$ cat src/rtl/pipe_stage_chain.sv
// Parametrised valid/ready pipeline-register chain with bubble compression, flush and a stall counter.
// Optional skid register ahead of slot 0 when PIPE_SKID_BUF_EN is defined.
module pipe_stage_chain #(
   parameter int DATA_W = 32,
   parameter int ADDR_W = 5,
   parameter int DEPTH  = 2,
   parameter int CNT_W  = 16
) (
   input  logic                       clk,
   input  logic                       rst,
   input  logic                       flush,
   input  logic                       up_valid,
   output logic                       up_ready,
   input  logic [DATA_W-1:0]          up_data,
   input  logic [ADDR_W-1:0]          up_wd,
   input  logic                       up_wreg,
   output logic                       dn_valid,
   input  logic                       dn_ready,
   output logic [DATA_W-1:0]          dn_data,
   output logic [ADDR_W-1:0]          dn_wd,
   output logic                       dn_wreg,
   output logic [$clog2(DEPTH+2)-1:0] occupancy,
   output logic [CNT_W-1:0]           stall_cnt
);

   localparam int PW    = DATA_W + ADDR_W + 1;
   localparam int OCC_W = $clog2(DEPTH + 2);

   logic [DEPTH-1:0] valid_q, valid_d;
   logic [PW-1:0]    pay_q [DEPTH];
   logic [PW-1:0]    pay_d [DEPTH];
   logic [DEPTH:0]   adv_s;
   logic [PW-1:0]    up_pay_s, in_pay_s;
   logic             in_valid_s, up_ready_s, skid_valid_s;
   logic [OCC_W-1:0] occ_q, occ_d;
   logic [CNT_W-1:0] stall_q, stall_d;

   assign up_pay_s = {up_wreg, up_wd, up_data};

   // Slot k can take new content when it is empty or its occupant moves on this cycle.
   always_comb begin
      adv_s[DEPTH] = dn_ready;
      for (int k = DEPTH - 1; k >= 0; k--) begin
         adv_s[k] = !valid_q[k] || adv_s[k+1];
      end
   end

`ifdef PIPE_SKID_BUF_EN
   logic          skid_valid_q, skid_valid_d;
   logic [PW-1:0] skid_pay_q, skid_pay_d;

   // Skid holds a beat slot 0 could not take; it always feeds slot 0 ahead of new input.
   always_comb begin
      up_ready_s   = !flush && !skid_valid_q;
      in_valid_s   = skid_valid_q || (up_valid && up_ready_s);
      in_pay_s     = skid_valid_q ? skid_pay_q : up_pay_s;
      skid_valid_d = skid_valid_q;
      skid_pay_d   = skid_pay_q;
      if (flush) begin
         skid_valid_d = 1'b0;
      end else if (skid_valid_q) begin
         skid_valid_d = !adv_s[0];
      end else if (up_valid && up_ready_s && !adv_s[0]) begin
         skid_valid_d = 1'b1;
         skid_pay_d   = up_pay_s;
      end else begin
         skid_valid_d = 1'b0;
      end
   end

   // Skid register.
   always_ff @(posedge clk or negedge rst) begin
      if (!rst) begin
         skid_valid_q <= 1'b0;
         skid_pay_q   <= '0;
      end else begin
         skid_valid_q <= skid_valid_d;
         skid_pay_q   <= skid_pay_d;
      end
   end

   assign skid_valid_s = skid_valid_d;
`else
   // Without a skid, acceptance follows the advance chain straight from dn_ready.
   always_comb begin
      up_ready_s = !flush && adv_s[0];
      in_valid_s = up_valid && up_ready_s;
      in_pay_s   = up_pay_s;
   end

   assign skid_valid_s = 1'b0;
`endif

   // Slot shifting: a loading slot copies its predecessor; flush empties every slot.
   always_comb begin
      valid_d = valid_q;
      pay_d   = pay_q;
      if (adv_s[0]) begin
         valid_d[0] = in_valid_s;
         pay_d[0]   = in_pay_s;
      end else begin
         valid_d[0] = valid_q[0];
      end
      for (int k = 1; k < DEPTH; k++) begin
         if (adv_s[k]) begin
            valid_d[k] = valid_q[k-1];
            pay_d[k]   = pay_q[k-1];
         end else begin
            valid_d[k] = valid_q[k];
         end
      end
      if (flush) begin
         valid_d = '0;
      end else begin
         valid_d = valid_d;
      end
   end

   // Next occupancy and saturating stall counter.
   always_comb begin
      occ_d = OCC_W'(skid_valid_s);
      for (int k = 0; k < DEPTH; k++) begin
         occ_d = occ_d + OCC_W'(valid_d[k]);
      end
      if (valid_q[DEPTH-1] && !dn_ready && (stall_q != {CNT_W{1'b1}})) begin
         stall_d = stall_q + CNT_W'(1'b1);
      end else begin
         stall_d = stall_q;
      end
   end

   // Chain state registers.
   always_ff @(posedge clk or negedge rst) begin
      if (!rst) begin
         valid_q <= '0;
         occ_q   <= '0;
         stall_q <= '0;
         for (int k = 0; k < DEPTH; k++) begin
            pay_q[k] <= '0;
         end
      end else begin
         valid_q <= valid_d;
         occ_q   <= occ_d;
         stall_q <= stall_d;
         for (int k = 0; k < DEPTH; k++) begin
            pay_q[k] <= pay_d[k];
         end
      end
   end

   assign up_ready                   = up_ready_s;
   assign dn_valid                   = valid_q[DEPTH-1];
   assign {dn_wreg, dn_wd, dn_data}  = valid_q[DEPTH-1] ? pay_q[DEPTH-1] : {PW{1'b0}};
   assign occupancy                  = occ_q;
   assign stall_cnt                  = stall_q;

endmodule

$ cat config.mk
export PLATFORM = sky130hd
export DESIGN_NAME = pipe_stage_chain
export DESIGN_NICKNAME = d
export VERILOG_FILES = /design/src/rtl/pipe_stage_chain.sv
export SDC_FILE = /design/constraint.sdc
export NUM_CORES = 1
export LEC_CHECK = 0
export CORE_ASPECT_RATIO = 1.4
export CORE_MARGIN = 2
export CORE_UTILIZATION = 53
export DETAILED_ROUTE_END_ITERATION = 6
export GPL_ROUTABILITY_DRIVEN = 0
export GPL_TIMING_DRIVEN = 0
export PLACE_DENSITY = 0.85
export SYNTH_ARGS = -nofsm -noshare
export SYNTH_HDL_FRONTEND = slang
export SYNTH_SLANG_ARGS = --single-unit
$ cat constraint.sdc
create_clock -name clk -period 3.7 [get_ports clk]
set_input_delay 0.74 -clock clk [delete_from_list [all_inputs] [get_ports clk]]
set_output_delay 0.74 -clock clk [all_outputs]
set_load 0.05 [all_outputs]
==> results of run 1 <==
## registers in the layout, indices dropped and copies added (netlist names)
name,count
pay_q,76
valid_q,2
stall_cnt,16
occupancy,2
## power groups by stage
stage | Combinational (W) | Clock (W) | Sequential (W)
final | 0.000432 | 0.000881 | 0.00119
after CTS | 0.000439 | 0.000892 | 0.00119
after global placement | 0.000422 | 0 | 0.00120
after detailed placement | 0.000436 | 0 | 0.00121
after floorplan | 0.000176 | 0 | 0.00128
after global routing | 0.000464 | 0.000931 | 0.00120
## placed cells by master, fill, tap and decap left out, drive strengths merged, types with 4 or more instances in the layout
| cell | n |
|---|---|
| nor2 | 9 |
| buf | 7 |
| and2 | 39 |
| dfrtp | 96 |
| nand4 | 5 |
| nand2 | 121 |
| bufinv | 4 |
| mux2 | 44 |
| clkbuf | 22 |
| clkdlybuf4s50 | 98 |
| xnor2 | 8 |
| nand3 | 8 |
## kinds of logic after synthesis
kind of cell | synth area share [%]
AND/OR/NAND/NOR | 22.2
flip-flops | 59.5
multiplexers | 12.4
buffers and inverters | 2.29
XOR/XNOR | 1.95
AO/OA/AOI/OAI | 1.08
adder cells (fa/ha/maj) | 0.620
## repair_timing
action / in CTS / in global routing
endpoints found under the setup margin: 0 / 1
endpoints found under the hold margin: 0 / 0
resized for setup: 0 / 1
## metrics by stage
step / instances / area [um2]
3_3_place_gp: 566 / 5160
4_1_cts: 583 / 5450
6_report: 583 / 5460
2_1_floorplan: 369 / 4040
3_5_place_dp: 567 / 5180
5_1_grt: 583 / 5460
## final cells by class
type | count | share of cell area [%]
plain buffers | 18 | 1.63
flip-flops and latches | 96 | 44.0
inverters | 1 | 0.0688
clock inverters | 7 | 2.64
well taps | 97 | 2.22
clock buffers | 9 | 2.27
multi-input cells | 254 | 28.3
repair buffers | 101 | 18.9
## worst paths after layout
path / start / end / slack, ps / cells past startpoint
setup reg to reg: valid_q[1] / pay_q[68] / 1720 / 6
hold / removal: rst / pay_q[15] / 330 / 1
max in group asynchronous: rst / pay_q[68] / 2720 / 2
setup / recovery: dn_ready / up_ready / 400 / 6
min in group clk: pay_q[12] / pay_q[12] / 470 / 2
hold reg to reg: pay_q[12] / pay_q[12] / 470 / 2
## metal layers
| metal | part of all wire [%] | global-route usage [%] | vias to the layer above | wire [um] |
|---|---|---|---|---|
| li1 | - | - | 1415 | - |
| met1 | 43 | 26.2 | 1414 | 3520 |
| met2 | 51 | 35.8 | 75 | 4210 |
| met3 | 3.8 | 3.78 | 14 | 316 |
| met4 | 2.3 | 11.5 | 0 | 187 |
| met5 | 0 | 0 | - | 0 |
==> flow_metrics.env, run 1 <==
export IMPL_max_cap_viols=0
export IMPL_power_w=0.00250
export IMPL_grt_use_total_pct=21.3
export IMPL_min_path_type="input port to asynchronous set/reset pin"
export IMPL_nFillCells=505
export IMPL_cts_tree="built"
export IMPL_ir_drop_uv=390
export IMPL_maxClockFrequency_mhz=303
export IMPL_tritoncts_num_sinks=96
export IMPL_post_synth_main_area_contributors="sky130_fd_sc_hd__dfrtp_1, sky130_fd_sc_hd__mux2_2, sky130_fd_sc_hd__nand2_1"
export IMPL_clkLatencyLatePin_ps=370
export IMPL_drv_slew=0
export IMPL_cts_htree_levels=3
export IMPL_signed_area_change_from_the_synthesized_netlist_to_the_final_layout_pct=35.1
export IMPL_yosysTopAreaCell="sky130_fd_sc_hd__dfrtp_1"
export IMPL_post_route_util_pct=74.1
export IMPL_wl_per_cell_um=14.1
export IMPL_crit_family="buffers and inverters"
export IMPL_post_synth_num_cell_types=34
export IMPL_die_x_um=77.8
export IMPL_cts_inserted_buffers=9
export IMPL_path_cells="clkdlybuf4s50_1 -> and2b_2 -> clkbuf_8 -> clkbuf_1 -> a21oi_1 -> dlymetal6s2s_1"
export IMPL_syn_area_per_cell_um2=10.9
export IMPL_synth_async_reset_ratio_pct=100
export IMPL_critPathArrivalTime_ps=2560
export IMPL_crit_path_max_fanout=10
export IMPL_vias_per_cell=5.01
export IMPL_final_hold_worst_slack_ps=328
export IMPL_critPathMaxStageDelay_ps=520
export IMPL_synth_enable_flop_cells=0
export IMPL_synth_fp_nets=414
export IMPL_area_sequential_um2=2400
export IMPL_multi_input_gate_area_in_the_final_layout_um2=1540
export IMPL_yosysSeqAreaShare_pct=59.5
export IMPL_place_worst_setup_slack_ps=20.9
export IMPL_core_um2=7360
export IMPL_layout_drive_gt1_share_pct=15.0
export IMPL_drt_iter0_markers=154
export IMPL_p_int_w=0.00182
export IMPL_critical_path_endpoint_type="output port"
export IMPL_place_port_buffers=100
export IMPL_rsz0062_at_grt="false"
export IMPL_flip_flop_cell_with_the_highest_count_after_synthesis="sky130_fd_sc_hd__dfrtp_1"
export IMPL_antenna_found_initial=0
export IMPL_count_of_nets_after_finishing=526
export IMPL_vias_in_the_first_global_route=2921
export IMPL_wire_length_of_the_first_global_routing_pass_um=13700
export IMPL_finalClockSkew_ps=9.35
export IMPL_cp_slowest_cell="sky130_fd_sc_hd__clkdlybuf4s50_1"
export IMPL_antennaDiodeCount=0
export IMPL_crit_type="input port to output port"
export IMPL_cts_setup_buffers=0
export IMPL_postSynthRegisterBits=96
export IMPL_cts_reportedPaths_clkPinSlew_ps=90
export IMPL_routed_wirelength_um=8230
export IMPL_setup_viol=0
export IMPL_row_count=37
export IMPL_ys_top_cells_by_count="sky130_fd_sc_hd__nand2_1, sky130_fd_sc_hd__dfrtp_1, sky130_fd_sc_hd__mux2_2"
export IMPL_yosys_cell_count_top_type="sky130_fd_sc_hd__nand2_1"
export IMPL_relSlewSlack_pct=58.4
export IMPL_worst_setup_path_start_kind="input port"
export IMPL_clock_power_share_pct=35.2
export IMPL_netsw_w=0.000679
export IMPL_largest_net_degree_at_the_start_of_global_routing=62
export IMPL_dp_final_hpwl_um=5990
export IMPL_num_io_pins=101
export IMPL_period_minus_slack_ps=3300
export IMPL_synth_cells=369
export IMPL_routed_via_count=2918
export IMPL_syn_area_um2=4040
export IMPL_start_util_pct=54.9
export IMPL_timing_final_ws_setup_ps=398
export IMPL_hold_violations=0
export IMPL_power_density_nw_per_um2=459
export IMPL_detail_route_antenna_nets=0
export IMPL_share_seq_of_total_power_pct=47.5
export IMPL_drc_errors=0
export IMPL_ctsRootBufferMaster="sky130_fd_sc_hd__clkbuf_8"
export IMPL_crit_required_ps=2960
export IMPL_floorplan_die_area_um2=8340
export IMPL_cp_num_buf_inv=4
export IMPL_setup_tns_ps=0
export IMPL_cts_hold_repair_buffers=0
export IMPL_first_pass_iters=4
export IMPL_comb_power_share_pct=17.3
export IMPL_globalRouteOverflowTotal=0
export IMPL_synth_top_cell_area_share_pct=59.5
export IMPL_run_status="finished, final reports clean"
export IMPL_ctsLongestPathBuffers=2
export IMPL_timing_worst_slew_pin_value_ps=619
export IMPL_p_leak_nw=2.44
export IMPL_min_period_over_period_pct=89.2
export IMPL_synth_yosys_warnings=0
export IMPL_netSwitchingFraction_pct=27.1
export IMPL_die_h_um=107
Note: power is estimated with default switching activity, not from simulation.
==> inputs of run 2 (changes only) <==
--- a/config.mk
+++ b/config.mk
@@ -9,9 +9,9 @@
 export CORE_MARGIN = 2
 export CORE_UTILIZATION = 53
 export DETAILED_ROUTE_END_ITERATION = 6
-export GPL_ROUTABILITY_DRIVEN = 0
 export GPL_TIMING_DRIVEN = 0
-export PLACE_DENSITY = 0.85
+export PLACE_DENSITY_LB_ADDON = 0.15
+export SKIP_CTS_REPAIR_TIMING = 1
 export SYNTH_ARGS = -nofsm -noshare
 export SYNTH_HDL_FRONTEND = slang
 export SYNTH_SLANG_ARGS = --single-unit
==> flow_metrics.env, run 2 (synthesis results as in run 1) <==
export IMPL_worst_setup_path_start_kind="input port"
export IMPL_clkLatencyLatePin_ps=350
export IMPL_finalClockSkew_ps=7.70
export IMPL_power_density_nw_per_um2=419
export IMPL_routed_via_count=2889
export IMPL_wire_length_of_the_first_global_routing_pass_um=13700
export IMPL_crit_required_ps=2960
export IMPL_crit_path_max_fanout=10
export IMPL_cts_tree="built"
export IMPL_drt_iter0_markers=217
export IMPL_top_library_cells_by_usage_in_the_layout_fill_and_taps_aside="sky130_fd_sc_hd__nand2_1, sky130_fd_sc_hd__clkdlybuf4s50_1, sky130_fd_sc_hd__dfrtp_1, sky130_fd_sc_hd__mux2_2, sky130_fd_sc_hd__and2_1"
export IMPL_crit_type="input port to output port"
export IMPL_timing_worst_slew_pin_value_ps=654
export IMPL_row_count=37
export IMPL_final_hold_worst_slack_ps=384
export IMPL_cts_reportedPaths_clkPinSlew_ps=80
export IMPL_cp_num_buf_inv=4
export IMPL_dp_final_hpwl_um=5850
export IMPL_routabilityCongestion=0.768
export IMPL_min_period_over_period_pct=88.7
export IMPL_path_cells="clkdlybuf4s50_1 -> and2b_2 -> clkbuf_8 -> clkbuf_1 -> a21oi_1 -> dlymetal6s2s_1"
export IMPL_globalRouteOverflowTotal=0
export IMPL_vias_per_cell=4.96
export IMPL_nFillCells=537
export IMPL_start_util_pct=54.9
export IMPL_place_worst_setup_slack_ps=59.2
export IMPL_rsz0062_at_grt="false"
export IMPL_antenna_found_initial=0
export IMPL_largest_register_ffs=76
export IMPL_cts_htree_levels=3
export IMPL_period_minus_slack_ps=3280
export IMPL_reg2reg_setup_slack_ps=1770
export IMPL_post_route_util_pct=73.0
export IMPL_wl_per_cell_um=14.0
export IMPL_area_sequential_um2=2400
export IMPL_critPathMaxStageDelay_ps=500
export IMPL_drc_errors=0
export IMPL_run_status="finished, final reports clean"
export IMPL_hold_violations=0
export IMPL_cp_slowest_cell="sky130_fd_sc_hd__clkdlybuf4s50_1"
export IMPL_timing_final_ws_setup_ps=420
export IMPL_crit_family="buffers and inverters"
export IMPL_tritoncts_num_sinks=96
export IMPL_critical_path_endpoint_type="output port"
export IMPL_drv_slew=0
export IMPL_vias_in_the_first_global_route=2913
export IMPL_ctsRootBufferMaster="sky130_fd_sc_hd__clkbuf_8"
export IMPL_max_cap_viols=0
export IMPL_core_um2=7360
export IMPL_die_h_um=107
export IMPL_first_pass_iters=4
export IMPL_layout_drive_gt1_share_pct=14.6
export IMPL_cts_inserted_buffers=9
export IMPL_regMostFlops="pay_q"
export IMPL_largest_net_degree_at_the_start_of_global_routing=52
export IMPL_count_of_nets_after_finishing=526
export IMPL_setup_viol=0
export IMPL_num_io_pins=101
export IMPL_maxClockFrequency_mhz=305
export IMPL_multi_input_gate_area_in_the_final_layout_um2=1540
export IMPL_layout_cells_most_common="sky130_fd_sc_hd__nand2_1"
export IMPL_routed_wirelength_um=8150
export IMPL_relSlewSlack_pct=56.0
export IMPL_signed_area_change_from_the_synthesized_netlist_to_the_final_layout_pct=33.1
export IMPL_grt_use_total_pct=21.3
export IMPL_die_x_um=77.8
export IMPL_floorplan_die_area_um2=8340
export IMPL_ir_drop_uv=312
export IMPL_p_leak_nw=2.41
export IMPL_antennaDiodeCount=0
export IMPL_critPathArrivalTime_ps=2540
export IMPL_setup_tns_ps=0
export IMPL_detail_route_antenna_nets=0
export IMPL_place_port_buffers=100
export IMPL_ctsLongestPathBuffers=2
export IMPL_min_path_type="input port to asynchronous set/reset pin"
[run 2: cell types whose count changed in the layout (fill, tap and decap cells not counted), sizes merged]
cell and change:
clkinvlp -1, bufinv -4, clkbuf +5
[run 2: path summary, 6_finish.rpt]
check	from	to	depth (start not counted)
max	dn_ready	up_ready	6
min	rst	pay_q[54]	1
max reg2reg	stall_cnt[0]	stall_cnt[14]	5
min reg2reg	pay_q[32]	pay_q[32]	2
max in group asynchronous	rst	pay_q[36]	2
min in group clk	pay_q[32]	pay_q[32]	2
[run 2: power breakdown]
| part | switching, W | internal (W) | total (W) |
|---|---|---|---|
| registers | 0.0000582 | 0.00113 | 0.00119 |
| clock network | 0.000333 | 0.000299 | 0.000633 |
| logic | 0.000253 | 0.000177 | 0.000431 |
[run 2: layout make-up]
cell class	instances	area share (%)
clock inverters	2	0.233
well taps	97	2.26
repair buffers	101	19.1
multi-input cells	254	28.7
inverters	1	0.0699
flip-flops and latches	96	44.7
plain buffers	18	1.65
clock buffers	14	3.21
[run 2: stage by stage]
step / power (W) / std cells / instance area (um2)
2_1_floorplan: 0.00145 / 369 / 4040
3_3_place_gp: 0.00163 / 566 / 5160
3_5_place_dp: 0.00164 / 567 / 5180
4_1_cts: 0.00228 / 583 / 5370
5_1_grt: 0.00236 / 583 / 5370
6_report: 0.00225 / 583 / 5370
[run 2: per-layer routing]
| layer | share of wire, % | GRT usage [%] |
|---|---|---|
| met4 | 1.7 | 8.80 |
| met5 | 0 | 0 |
| met2 | 52 | 35.4 |
| met1 | 42 | 27.0 |
| met3 | 4.5 | 4.45 |
==> inputs of run 3 (changes only) <==
--- a/config.mk
+++ b/config.mk
@@ -7,7 +7,7 @@
 export LEC_CHECK = 0
 export CORE_ASPECT_RATIO = 1.4
 export CORE_MARGIN = 2
-export CORE_UTILIZATION = 53
+export CORE_UTILIZATION = 40
 export DETAILED_ROUTE_END_ITERATION = 6
 export GPL_TIMING_DRIVEN = 0
 export PLACE_DENSITY_LB_ADDON = 0.15
==> flow_metrics.env, run 3 (synthesis results as in run 1) <==
export IMPL_grt_use_total_pct=16.2
export IMPL_detail_route_antenna_nets=0
export IMPL_min_period_over_period_pct=88.2
export IMPL_row_count=43
export IMPL_power_density_nw_per_um2=482
export IMPL_cts_inserted_buffers=9
export IMPL_cts_htree_levels=3
export IMPL_maxClockFrequency_mhz=306
export IMPL_crit_family="buffers and inverters"
export IMPL_top_library_cells_by_usage_in_the_layout_fill_and_taps_aside="sky130_fd_sc_hd__nand2_1, sky130_fd_sc_hd__clkdlybuf4s50_1, sky130_fd_sc_hd__dfrtp_1, sky130_fd_sc_hd__mux2_2, sky130_fd_sc_hd__and2_1"
export IMPL_count_of_nets_after_finishing=526
export IMPL_netSwitchingFraction_pct=25.7
export IMPL_core_um2=9850
export IMPL_p_int_w=0.00200
export IMPL_vias_in_the_first_global_route=2805
export IMPL_globalRouteOverflowTotal=0
export IMPL_final_hold_worst_slack_ps=394
export IMPL_die_h_um=123
export IMPL_tritoncts_num_sinks=96
export IMPL_timing_worst_slew_pin_value_ps=571
export IMPL_min_path_type="input port to asynchronous set/reset pin"
export IMPL_signed_area_change_from_the_synthesized_netlist_to_the_final_layout_pct=38.5
export IMPL_vias_per_cell=4.63
export IMPL_floorplan_die_area_um2=10900
export IMPL_drv_slew=0
export IMPL_wire_length_of_the_first_global_routing_pass_um=13600
export IMPL_antenna_found_initial=0
export IMPL_start_util_pct=41.0
export IMPL_place_port_buffers=100
export IMPL_cp_num_buf_inv=4
export IMPL_first_pass_iters=4
export IMPL_routed_wirelength_um=8320
export IMPL_num_io_pins=101
export IMPL_cts_tree="built"
export IMPL_routed_via_count=2876
export IMPL_path_cells="clkdlybuf4s50_1 -> and2b_2 -> clkbuf_8 -> clkbuf_1 -> a21oi_1 -> dlymetal6s2s_1"
export IMPL_hold_violations=0
export IMPL_largest_register_ffs=76
export IMPL_regMostFlops="pay_q"
export IMPL_clock_power_share_pct=39.9
export IMPL_cp_slowest_cell="sky130_fd_sc_hd__clkdlybuf4s50_1"
export IMPL_p_leak_nw=2.49
export IMPL_place_inst=605
export IMPL_worst_setup_path_start_kind="input port"
export IMPL_critPathMaxStageDelay_ps=480
export IMPL_period_minus_slack_ps=3260
export IMPL_dp_final_hpwl_um=5950
export IMPL_largest_net_degree_at_the_start_of_global_routing=55
export IMPL_postPlaceCellArea_um2=5230
export IMPL_share_seq_of_total_power_pct=44.2
export IMPL_nFillCells=884
export IMPL_relSlewSlack_pct=61.6
export IMPL_critical_path_endpoint_type="output port"
export IMPL_cts_reportedPaths_clkPinSlew_ps=60
export IMPL_crit_path_max_fanout=10
export IMPL_drt_iter0_markers=89
export IMPL_finalClockSkew_ps=7.65
export IMPL_clkLatencyLatePin_ps=340
export IMPL_setup_viol=0
export IMPL_crit_required_ps=2960
export IMPL_comb_power_share_pct=15.9
export IMPL_antennaDiodeCount=0
export IMPL_final_instance_count_without_filler_cells=621
export IMPL_crit_type="input port to output port"
export IMPL_ctsRootBufferMaster="sky130_fd_sc_hd__clkbuf_16"
export IMPL_netsw_w=0.000692
export IMPL_run_status="finished, final reports clean"
export IMPL_layout_cells_most_common="sky130_fd_sc_hd__nand2_1"
export IMPL_max_cap_viols=0
export IMPL_critPathArrivalTime_ps=2520
export IMPL_wl_per_cell_um=13.4
export IMPL_routabilityCongestion=0.759
export IMPL_finalInstanceArea_um2=5590
export IMPL_layout_drive_gt1_share_pct=15.0
export IMPL_ctsLongestPathBuffers=2
export IMPL_die_x_um=88.9
export IMPL_ir_drop_uv=245
export IMPL_drc_errors=0
export IMPL_rsz0062_at_grt="false"
[run 3: path summary, 6_finish.rpt]
| kind | start | to | slack [ps] | cells after the start |
|---|---|---|---|---|
| setup / recovery | dn_ready | up_ready | 440 | 6 |
| max in group asynchronous | rst | pay_q[27] | 2650 | 2 |
| min in group clk | pay_q[5] | pay_q[5] | 460 | 2 |
| setup reg to reg | valid_q[1] | pay_q[39] | 1710 | 6 |
| hold / removal | rst | pay_q[13] | 390 | 1 |
| hold reg to reg | pay_q[5] | pay_q[5] | 460 | 2 |
[run 3: per-stage QoR]
stage               total power (W)  TNS (ps)  util (%)  worst slack (ps)
global route                0.00280         0      56.8               241
finish                      0.00269         0      56.8               435
floorplan                   0.00145         0         -               884
global placement            0.00163   -162340      52.9             -1700
detailed placement          0.00164         0      53.1              37.5
CTS                         0.00273         0      56.8              24.2
[run 3: cell type report]
class	count	area, um2	area share, %
Sequential cell	96	2400	43.0
Multi-Input combinational cell	254	1540	27.6
Timing Repair Buffer	101	1030	18.4
Clock buffer	11	253	4.52
Tap cell	135	169	3.02
Clock inverter	5	103	1.84
Buffer	18	88.8	1.59
Inverter	1	3.75	0.0671
[run 3: per-layer routing]
layer  part of all wire, %  GRT usage [%]
met1                    44           21.6
met2                    49           24.9
met3                   5.3           5.18
met4                   1.7           5.78
met5                     0              0
[run 3: power by group through the flow]
stage	Combinational, W	Sequential (W)	Clock [W]
2_1_floorplan	0.000176	0.00128	0
3_3_place_gp	0.000425	0.00121	0
3_5_place_dp	0.000434	0.00121	0
4_1_cts	0.000435	0.00119	0.00110
5_1_grt	0.000462	0.00120	0.00114
6_report	0.000428	0.00119	0.00107
